$ cat config.mk
export PLATFORM = sky130hd
export DESIGN_NAME = if_fetch_stage
export DESIGN_NICKNAME = d
export VERILOG_FILES = /design/src/rtl/if_pkg.sv /design/src/rtl/if_fifo.sv /design/src/rtl/if_fetch_stage.sv
export SDC_FILE = /design/constraint.sdc
export NUM_CORES = 1
export LEC_CHECK = 0
export BUFFER_PORTS_ARGS = -buffer_cell sky130_fd_sc_hd__buf_4
export CAP_MARGIN = 15
export CORE_MARGIN = 3
export CORE_UTILIZATION = 59
export DETAILED_ROUTE_END_ITERATION = 10
export GPL_ROUTABILITY_DRIVEN = 0
export MAX_ROUTING_LAYER = met4
export PLACE_DENSITY_LB_ADDON = 0.2
export SETUP_SLACK_MARGIN = 0.3
export SKIP_LAST_GASP = 1
export SYNTH_ARGS = -nofsm -noshare
export SYNTH_HDL_FRONTEND = slang
export SYNTH_SLANG_ARGS = --single-unit
$ cat constraint.sdc
create_clock -name clk -period 14.6 [get_ports clk]
set_clock_uncertainty 0.05 [all_clocks]
set_input_delay 1.46 -clock clk [delete_from_list [all_inputs] [get_ports clk]]
set_output_delay 1.46 -clock clk [all_outputs]
set_load 0.02 [all_outputs]
$ cat src/rtl/if_pkg.sv
// Shared types and constants for the instruction-fetch stage.
//   fetch_state_t : request FSM states (IDLE, WAIT, DROP)
//   if_entry_t    : one buffered fetch {instr, pc, err}
package if_pkg;

  localparam int PKG_N = 32;

  typedef enum logic [1:0] {
    IDLE,
    WAIT,
    DROP
  } fetch_state_t;

  localparam logic [PKG_N-1:0] PC_INC    = 32'd4;
  localparam logic [PKG_N-1:0] INSTR_NOP = 32'h0;

  typedef struct packed {
    logic [PKG_N-1:0] instr;
    logic [PKG_N-1:0] pc;
    logic             err;
  } if_entry_t;

endpackage

$ cat src/rtl/if_fifo.sv
// Small synchronous FIFO of fetched entries.
//   clk, rst (async, active high)
//   push/push_data : write one entry
//   pop            : retire the head entry
//   flush          : empty the FIFO (wins over push/pop)
//   head           : registered head entry (storage read through rd_ptr)
//   count          : number of valid entries, 0..DEPTH
module if_fifo
  import if_pkg::*;
#(
  parameter int DEPTH = 2
) (
  input  logic                    clk,
  input  logic                    rst,
  input  logic                    push,
  input  if_entry_t               push_data,
  input  logic                    pop,
  input  logic                    flush,
  output if_entry_t               head,
  output logic [$clog2(DEPTH):0]  count
);

  localparam int AW = $clog2(DEPTH);
  localparam int CW = AW + 1;

  if_entry_t      mem [DEPTH];
  logic [AW-1:0]  wr_ptr;
  logic [AW-1:0]  rd_ptr;

  // Storage is reset to zero so the head reads as an all-zero entry
  // straight out of reset.
  assign head = mem[rd_ptr];

  always_ff @(posedge clk or posedge rst) begin
    if (rst) begin
      for (int i = 0; i < DEPTH; i++) mem[i] <= '0;
      wr_ptr <= '0;
      rd_ptr <= '0;
      count  <= '0;
    end else if (flush) begin
      wr_ptr <= '0;
      rd_ptr <= '0;
      count  <= '0;
    end else begin
      if (push) begin
        mem[wr_ptr] <= push_data;
        wr_ptr      <= wr_ptr + AW'(1);
      end
      if (pop) rd_ptr <= rd_ptr + AW'(1);
      case ({push, pop})
        2'b10:   count <= count + CW'(1);
        2'b01:   count <= count - CW'(1);
        default: count <= count;
      endcase
    end
  end

endmodule

$ cat src/rtl/if_fetch_stage.sv
// Instruction-fetch stage feeding the decode/execute core.
// Issues one outstanding word request at a time to instruction memory,
// buffers returned words with their PCs and hands them to decode through
// a valid/ready handshake. A REDIRECT pulse flushes everything and restarts
// fetch at REDIRECT_PC.
//   clk, rst                 : clock, async active-high reset
//   IM_REQ/IM_ADDR           : memory request and word address
//   IM_ACK/IM_RDATA          : memory completion and data
//   REDIRECT/REDIRECT_PC     : restart pulse and target
//   ID_READY                 : decode accepts head entry
//   IF_VALID/IF_INSTR/IF_PC/IF_PC4 : head entry towards decode
//   IF_ERR                   : head entry is a misaligned-target marker
//                              (only with IF_FETCH_ERR_EN defined)
// Build option IF_FETCH_ERR_EN: a misaligned redirect target produces one
// error entry instead of a fetch, then halts fetch until the next redirect.
// Without it the target's low two bits are forced to zero.
module if_fetch_stage
  import if_pkg::*;
#(
  parameter int           N         = 32,
  parameter int           IM_ADDR_W = 16,
  parameter int           DEPTH     = 2,
  parameter logic [N-1:0] RESET_PC  = 32'h0000_0000
) (
  input  logic                 clk,
  input  logic                 rst,
  output logic                 IM_REQ,
  output logic [IM_ADDR_W-1:0] IM_ADDR,
  input  logic                 IM_ACK,
  input  logic [N-1:0]         IM_RDATA,
  input  logic                 REDIRECT,
  input  logic [N-1:0]         REDIRECT_PC,
  input  logic                 ID_READY,
  output logic                 IF_VALID,
  output logic [N-1:0]         IF_INSTR,
  output logic [N-1:0]         IF_PC,
  output logic [N-1:0]         IF_PC4
`ifdef IF_FETCH_ERR_EN
  ,
  output logic                 IF_ERR
`endif
);

  localparam int CW = $clog2(DEPTH) + 1;

  fetch_state_t         state, state_nx;
  logic [N-1:0]         fetch_pc, fetch_pc_nx;
  logic [N-1:0]         redirect_tgt;
  logic [IM_ADDR_W-1:0] req_addr;
  logic                 push, pop;
  if_entry_t            push_data, head;
  logic [CW-1:0]        count;
  logic                 halt, err_pend;

`ifdef IF_FETCH_ERR_EN
  logic misaligned;
  assign misaligned   = REDIRECT_PC[1:0] != 2'b00;
  assign redirect_tgt = REDIRECT_PC;

  // err_pend lasts the single cycle after a misaligned redirect (the cycle
  // the marker entry is pushed); halt holds fetch off until a new redirect.
  always_ff @(posedge clk or posedge rst) begin
    if (rst) begin
      halt     <= 1'b0;
      err_pend <= 1'b0;
    end else if (REDIRECT) begin
      halt     <= misaligned;
      err_pend <= misaligned;
    end else begin
      err_pend <= 1'b0;
    end
  end
`else
  logic [1:0] unused_rpc_lo;
  assign unused_rpc_lo = REDIRECT_PC[1:0];
  assign redirect_tgt  = {REDIRECT_PC[N-1:2], 2'b00};
  assign halt          = 1'b0;
  assign err_pend      = 1'b0;
`endif

  // Redirect overrides any pop in the same cycle.
  assign pop = IF_VALID && ID_READY && !REDIRECT;

  always_comb begin
    state_nx    = state;
    fetch_pc_nx = fetch_pc;
    push        = 1'b0;
    push_data   = '{instr: IM_RDATA, pc: fetch_pc, err: 1'b0};
    unique case (state)
      // Only issue when a slot is guaranteed free for the response.
      IDLE: if (!REDIRECT && !halt && !err_pend && count < CW'(DEPTH))
              state_nx = WAIT;
      WAIT: begin
        if (REDIRECT) begin
          // The access cannot be cancelled; without the ACK in hand we
          // must wait out the stale response in DROP.
          state_nx = IM_ACK ? IDLE : DROP;
        end else if (IM_ACK) begin
          push        = 1'b1;
          fetch_pc_nx = fetch_pc + PC_INC;
          state_nx    = IDLE;
        end
      end
      DROP: if (IM_ACK) state_nx = IDLE;
      default: state_nx = IDLE;
    endcase
    if (err_pend && !REDIRECT) begin
      push      = 1'b1;
      push_data = '{instr: INSTR_NOP, pc: fetch_pc, err: 1'b1};
    end
    if (REDIRECT) fetch_pc_nx = redirect_tgt;
  end

  always_ff @(posedge clk or posedge rst) begin
    if (rst) begin
      state    <= IDLE;
      fetch_pc <= RESET_PC;
      req_addr <= RESET_PC[IM_ADDR_W+1:2];
    end else begin
      state    <= state_nx;
      fetch_pc <= fetch_pc_nx;
      // Latch the address at issue so it stays put through DROP even
      // though fetch_pc has already moved to the redirect target.
      if (state == IDLE && state_nx == WAIT)
        req_addr <= fetch_pc[IM_ADDR_W+1:2];
    end
  end

  assign IM_REQ  = state != IDLE;
  assign IM_ADDR = req_addr;

  if_fifo #(.DEPTH(DEPTH)) u_fifo (
    .clk       (clk),
    .rst       (rst),
    .push      (push),
    .push_data (push_data),
    .pop       (pop),
    .flush     (REDIRECT),
    .head      (head),
    .count     (count)
  );

  assign IF_VALID = count != '0;
  assign IF_INSTR = head.instr;
  assign IF_PC    = head.pc;
  assign IF_PC4   = head.pc + PC_INC;

`ifdef IF_FETCH_ERR_EN
  assign IF_ERR = head.err;
`else
  logic unused_err;
  assign unused_err = head.err;
`endif

endmodule
Yosys cells after proc, flatten, opt, wreduce, memory -nomap -nowiden
Index checks and enable logic that the tools add are counted.
- bitwise gates (word level): 3
- reduce and logical (&&, ||, !) cells: 16
- $lt $le $gt $ge: 4
- muxes and demuxes: 23
- eq/ne operators: 5
- add/sub/neg operators: 6
- operators by type and width (cell ; count):
    65-bit 2-to-1 mux ; 4
    130-bit bitwise mux ; 1
    32-bit 2-to-1 mux ; 3
    65-bit demux with 1-bit select ; 1
    32-bit by 3-bit adder with 32-bit output, second input constant ; 2
    2-bit nonzero test ; 6
    2-bit 2-to-1 mux ; 5
    1-bit 2-to-1 mux ; 7
    2-bit by 1-bit equality test with 1-bit output, second input constant ; 3
    2-bit one-hot mux with 3 select lines ; 1
    1-bit logical AND ; 5
    2-bit equality test, second input constant ; 2
    2-bit greater-or-equal comparator, second input constant ; 2
    1-bit NOT with 2-bit output ; 2
    2-bit one-hot mux with 2 select lines ; 1
    2-bit AND reduction ; 2
    3-bit nonzero test ; 1
    1-bit adder, second input constant ; 2
    2-bit by 1-bit adder with 2-bit output, second input constant ; 1
    2-bit zero test ; 1
    2-bit by 1-bit < comparator with 1-bit output, second input constant ; 1
    2-bit < comparator, second input constant ; 1
    2-bit by 1-bit subtractor with 2-bit output, second input constant ; 1
    1-bit zero test ; 1
    1-bit NOT ; 1
- input bits: 69
- output and inout port bits: 114
- bits in registers: 184

Logic depth before layout (Yosys ltp)
- depth after elaboration: 6
- gate-level depth with buffers: 13
- depth with buffers taken out: 7

By module
Synthesis repeated with hierarchy kept, for this count alone.
- cell total of the unflattened synthesis: 707
- area total of the unflattened synthesis: 8956.1 um^2
- by module, submodules not included (module ; cells an instance ; area an instance (um^2) ; times used):
    if_fifo ; 365 ; 5846.9 ; 1
    if_fetch_stage ; 342 ; 3109.2 ; 1

Worst setup path after synthesis
OpenSTA, ideal clock, no wires.
- path type: register -> output
- start point: register u_fifo.rd_ptr
- end point: output IF_PC4[28]
- required time: 13.090 ns
- arrival time: 3.020 ns
- path buffers: 5
- path slack: 10.070 ns
- stages on the path, launching flop included: 13
- path through: dfrtp_1 buf_6 buf_4 buf_4 buf_2 buf_2 mux2i_1 inv_1 ha_1 a21boi_2 nand4_1 nor3_1 xnor2_1
- longest elaborated chain between the ends: 5
- ends and longest elaborated chain (what ; RTL line ; source):
    start: declaration ; if_fifo.sv:28 ; logic [AW-1:0] rd_ptr;
    start signal: assignment ; if_fifo.sv:49 ; if (pop) rd_ptr <= rd_ptr + AW'(1);
    1-bit NOT with 2-bit output (not written as such) ; if_fifo.sv:32 ; assign head = mem[rd_ptr];
    65-bit 2-to-1 mux (not written as such) (3 in a row) ; if_fifo.sv:32 ;
    net IF_PC[2] ; if_fetch_stage.sv:36 ; output logic [N-1:0] IF_PC,
    32-bit by 3-bit adder with 32-bit output ; if_fetch_stage.sv:146 ; assign IF_PC4 = head.pc + PC_INC;
    end: declaration ; if_fetch_stage.sv:37 ; output logic [N-1:0] IF_PC4
The timed path passes the listed nets, and every way through them passes these cells. The select of a mux whose other input is x is not followed.

Final worst setup path
- start point: register u_fifo.rd_ptr
- end point: output IF_PC4[31]
- longest elaborated chain between the ends: 5
- ends and longest elaborated chain (what ; RTL line):
    1-bit NOT with 2-bit output (not written as such) ; if_fifo.sv:32
    65-bit 2-to-1 mux (not written as such) (3 in a row) ; if_fifo.sv:32
    32-bit by 3-bit adder with 32-bit output ; if_fetch_stage.sv:146
Every way passes these cells. The select of a mux whose other input is x is not followed.

==> summary.txt <==
Finish
  • Nets: between 900 and 1k
  • Layout Cells excl Fill: roughly 1.1k
  • Area of the multi-input gates: around 4100 um^2
  • N_diodes: 0
  • Layout cell share with drive strength beyond 1: roughly 47%
  • Filler cells: approximately 990
  • Area grow syn2layout: 22.3%
  • Reg area: ~4400 um^2

Critical path
  • Top cell family by delay on the critical path: simple AND/OR/NAND/NOR gates
  • CP peak stage delay: 0.92 ns
  • Buf+Inv Stages, Crit Path: 2
  • Critical Path Stages: 7
  • R2R depth: 5
  • CP required: about 13 ns
  • Crit path capture type: output pin
  • Worst path most repeated cell: buf_4
  • CP max FO: 56
  • Critical Path Start Type: register
  • Slowest CP cell: dfrtp_4
  • Crit Path Category: reg -> out
  • Critical path, cell by cell: buf_4 > nand4_1 > a22oi_4 > nand4_4 > nor4_2 > xor2_1 > buf_4
  • Critical path data arrival time: approximately 3.5 ns

Drt
  • Antenna Violating Nets Remaining: 0
  • DRT Pass-1 Iters: 4
  • Via Count: approximately 6.1k
  • DR WL/cell: 18.6 um
  • Total wire length: between 15000 and 20000 um
  • DRC: 0
  • Initial DRC count: around 380
  • Avg Vias per Cell: 5.72

Timing
  • # setup viols final: 0
  • Final period utilization: 34.1%
  • Slew Viols, Final: 0
  • Minimum clock period: 4.98 ns
  • Slew margin rel.: 27.9%
  • RSZ-0062 raised after global routing: no
  • Final hold vios: 0
  • Maximum clock frequency: about 0.20 GHz
  • Worst-Margin Slew: between 1 and 1.5 ns
  • TNS Setup: 0 ns

Yosys
  • Mapped Avg Cell Area: around 12 um^2
  • Synth top area share: 50.3%
  • Top cells by count, synth: mux2_2, dfrtp_1, nand2_1
  • Synthesis Warnings: 0
  • Number of synthesized flops with an enable pin: 0
  • Post-Synthesis Cells: 717
  • Distinct cells, synth: 50
  • Mapped Area: ~8800 um^2
  • Top-count cell post-synth: mux2_2
  • Post-synth ARST share: 100%
  • Top FF cell, synth: dfrtp_1
  • Largest cells by area after synthesis: dfrtp_1, mux2_2, xnor2_1
  • Register bit total from synthesis: between 150 and 200
  • Sequential-to-total area share from yosys stat: around half
  • Largest area contributor in the netlist: dfrtp_1

Floorplan
  • Core footprint: around 14000 um^2
  • Chip Width: approximately 130 um
  • Core Rows: 43
  • Effective utilization at floorplan: between 60% and 70%
  • DIE AREA: 16300 um^2
  • IO Count: approximately 180
  • Die Y: approximately 130 um

Clock tree
  • TritonCTS clock tree: yes
  • Hold buffers post-CTS: 0
  • PostCTS Resize Cnt: 0
  • H-Tree Level Count: 4
  • Clock latency reported for the late side of the worst-skew pair: 0.42 ns
  • Clock-pin slew on the worst setup and hold paths: around 0.070 ns
  • CTS buffer count: 17
  • Post-CTS Setup Bufs: 0
  • Number of buffers on the longest clock path: 2
  • Clk sinks: between 150 and 200
  • Root Buffer: clkbuf_16

Global routing
  • Largest net degree at the start of global routing: 108
  • Total grt overflow: 0
  • First-pass GRT wire length: 32600 um
  • Vias in the first global route: approximately 6.5k
  • Initial antenna violation count: 0
  • GRT Util Overall: around a quarter

Placement
  • Dpl cells: ~1.0k
  • Port Buffers: about 180
  • Hpwl dp: approximately 14000 um

Worst hold path
  • Hold path depth: 2
  • Worst min path class: reg -> reg

Flow run
  • Max cap viols: 0

Pwr
  • P_leak: 4.93 nW
  • Peak supply drop: around 120 uV
  • Pwr Density: ~160 nW/um^2

Outcome
  • Status: finished clean
## worst reg2reg max path: cells and delay by family, from the launching register on
kind,cells,cell delay (ns)
XOR/XNOR,1,0.13
flip-flops,1,0.49
multiplexers,1,0.28
AND/OR/NAND/NOR,3,1.39
## per-stage QoR
stage                     utilization (%)  power (W)  cell area [um^2]  hold WS [ns]  worst slack [ns]
after floorplan                         -    0.00106              8770         0.400              8.32
after global placement               71.5    0.00128             10100         0.412             10.11
after detailed placement             71.5    0.00131             10100         0.428             10.11
after CTS                            75.5    0.00175             10700         0.448              9.62
after global routing                 75.5    0.00182             10700         0.468              9.38
final                                75.5    0.00174             10700         0.445              9.62
## cell families after synthesis
logic type      Yosys count  synth area share, %
fa+ha+maj                 2                0.286
compound gates           53                 3.66
mux                     199                 25.4
simple gates            170                 11.2
buf+inv                  57                 3.27
flops                   176                 50.3
other cells               1               0.0428
xor+xnor                 59                 5.90
## state kept, by name, indices dropped and copies added, names as in the netlist
| signal | flops |
|---|---|
| IM_ADDR | 16 |
| fetch_pc | 30 |
| state | 2 |
| u_fifo.count | 2 |
| u_fifo.mem | 124 |
| u_fifo.rd_ptr | 1 |
| u_fifo.wr_ptr | 1 |
## where the power goes
part           switching (W)  internal, W  total (W)
combinational       0.000308     0.000296   0.000604
clock               0.000211     0.000227   0.000438
sequential         0.0000899     0.000606   0.000696
total               0.000609      0.00113    0.00174
## worst paths after layout
| check | from | slack, ns | end |
|---|---|---|---|
| worst min register to register | u_fifo.mem[29]$_DFFE_PP0P_ | 0.44 | u_fifo.mem[29]$_DFFE_PP0P_ |
| worst max register to register | state[0]$_DFF_PP0_ | 12.15 | fetch_pc[29]$_DFFE_PP0N_ |
| min in group asynchronous | rst | 1.20 | u_fifo.mem[129]$_DFFE_PP0P_ |
| worst min-delay path | u_fifo.mem[29]$_DFFE_PP0P_ | 0.44 | u_fifo.mem[29]$_DFFE_PP0P_ |
| max in group asynchronous | rst | 11.84 | u_fifo.mem[17]$_DFFE_PP0P_ |
| worst max-delay path | u_fifo.rd_ptr$_DFFE_PP0P_ | 9.62 | IF_PC4[31] |
## per-layer routing
layer / vias up / share of wire, % / track usage, % / wire length, um
met3: 18 / 5.5 / 4.54 / 1090
met2: 171 / 50 / 42.1 / 10000
met1: 3101 / 43 / 33.7 / 8530
met5: - / 0 / - / 0
met4: 0 / 1.4 / 6.49 / 270
li1: 2841 / - / - / -
## area by class of cell
cell class | instances | area share, %
clock inverter | 15 | 1.33
tap | 180 | 2.10
timing repair buffer | 180 | 12.6
inverter | 16 | 0.607
sequential | 176 | 41.1
clock buffer | 17 | 3.97
multi-input combinational | 487 | 38.3
## cells in the final DEF, fill, tap and decap left out, types with 4 or more instances in the layout
cell / synthesis / final
a21oi_1: 5 / 5
and3_1: 4 / 4
and4_1: 8 / 8
buf_4: 8 / 180
clkbuf_16: 0 / 17
clkinv_4: 0 / 5
conb_1: 1 / 4
dfrtp_1: 176 / 175
inv_1: 15 / 14
inv_6: 0 / 5
inv_8: 0 / 5
mux2_2: 186 / 186
mux2i_1: 13 / 13
nand2_1: 62 / 61
nand3_1: 22 / 22
nand3b_1: 5 / 5
nand4_1: 9 / 9
nor2_1: 16 / 16
nor3_1: 15 / 15
nor4_2: 5 / 4
o21ai_0: 36 / 36
xnor2_1: 35 / 35
xor2_1: 24 / 24
Power figures use the tool's default switching activity.
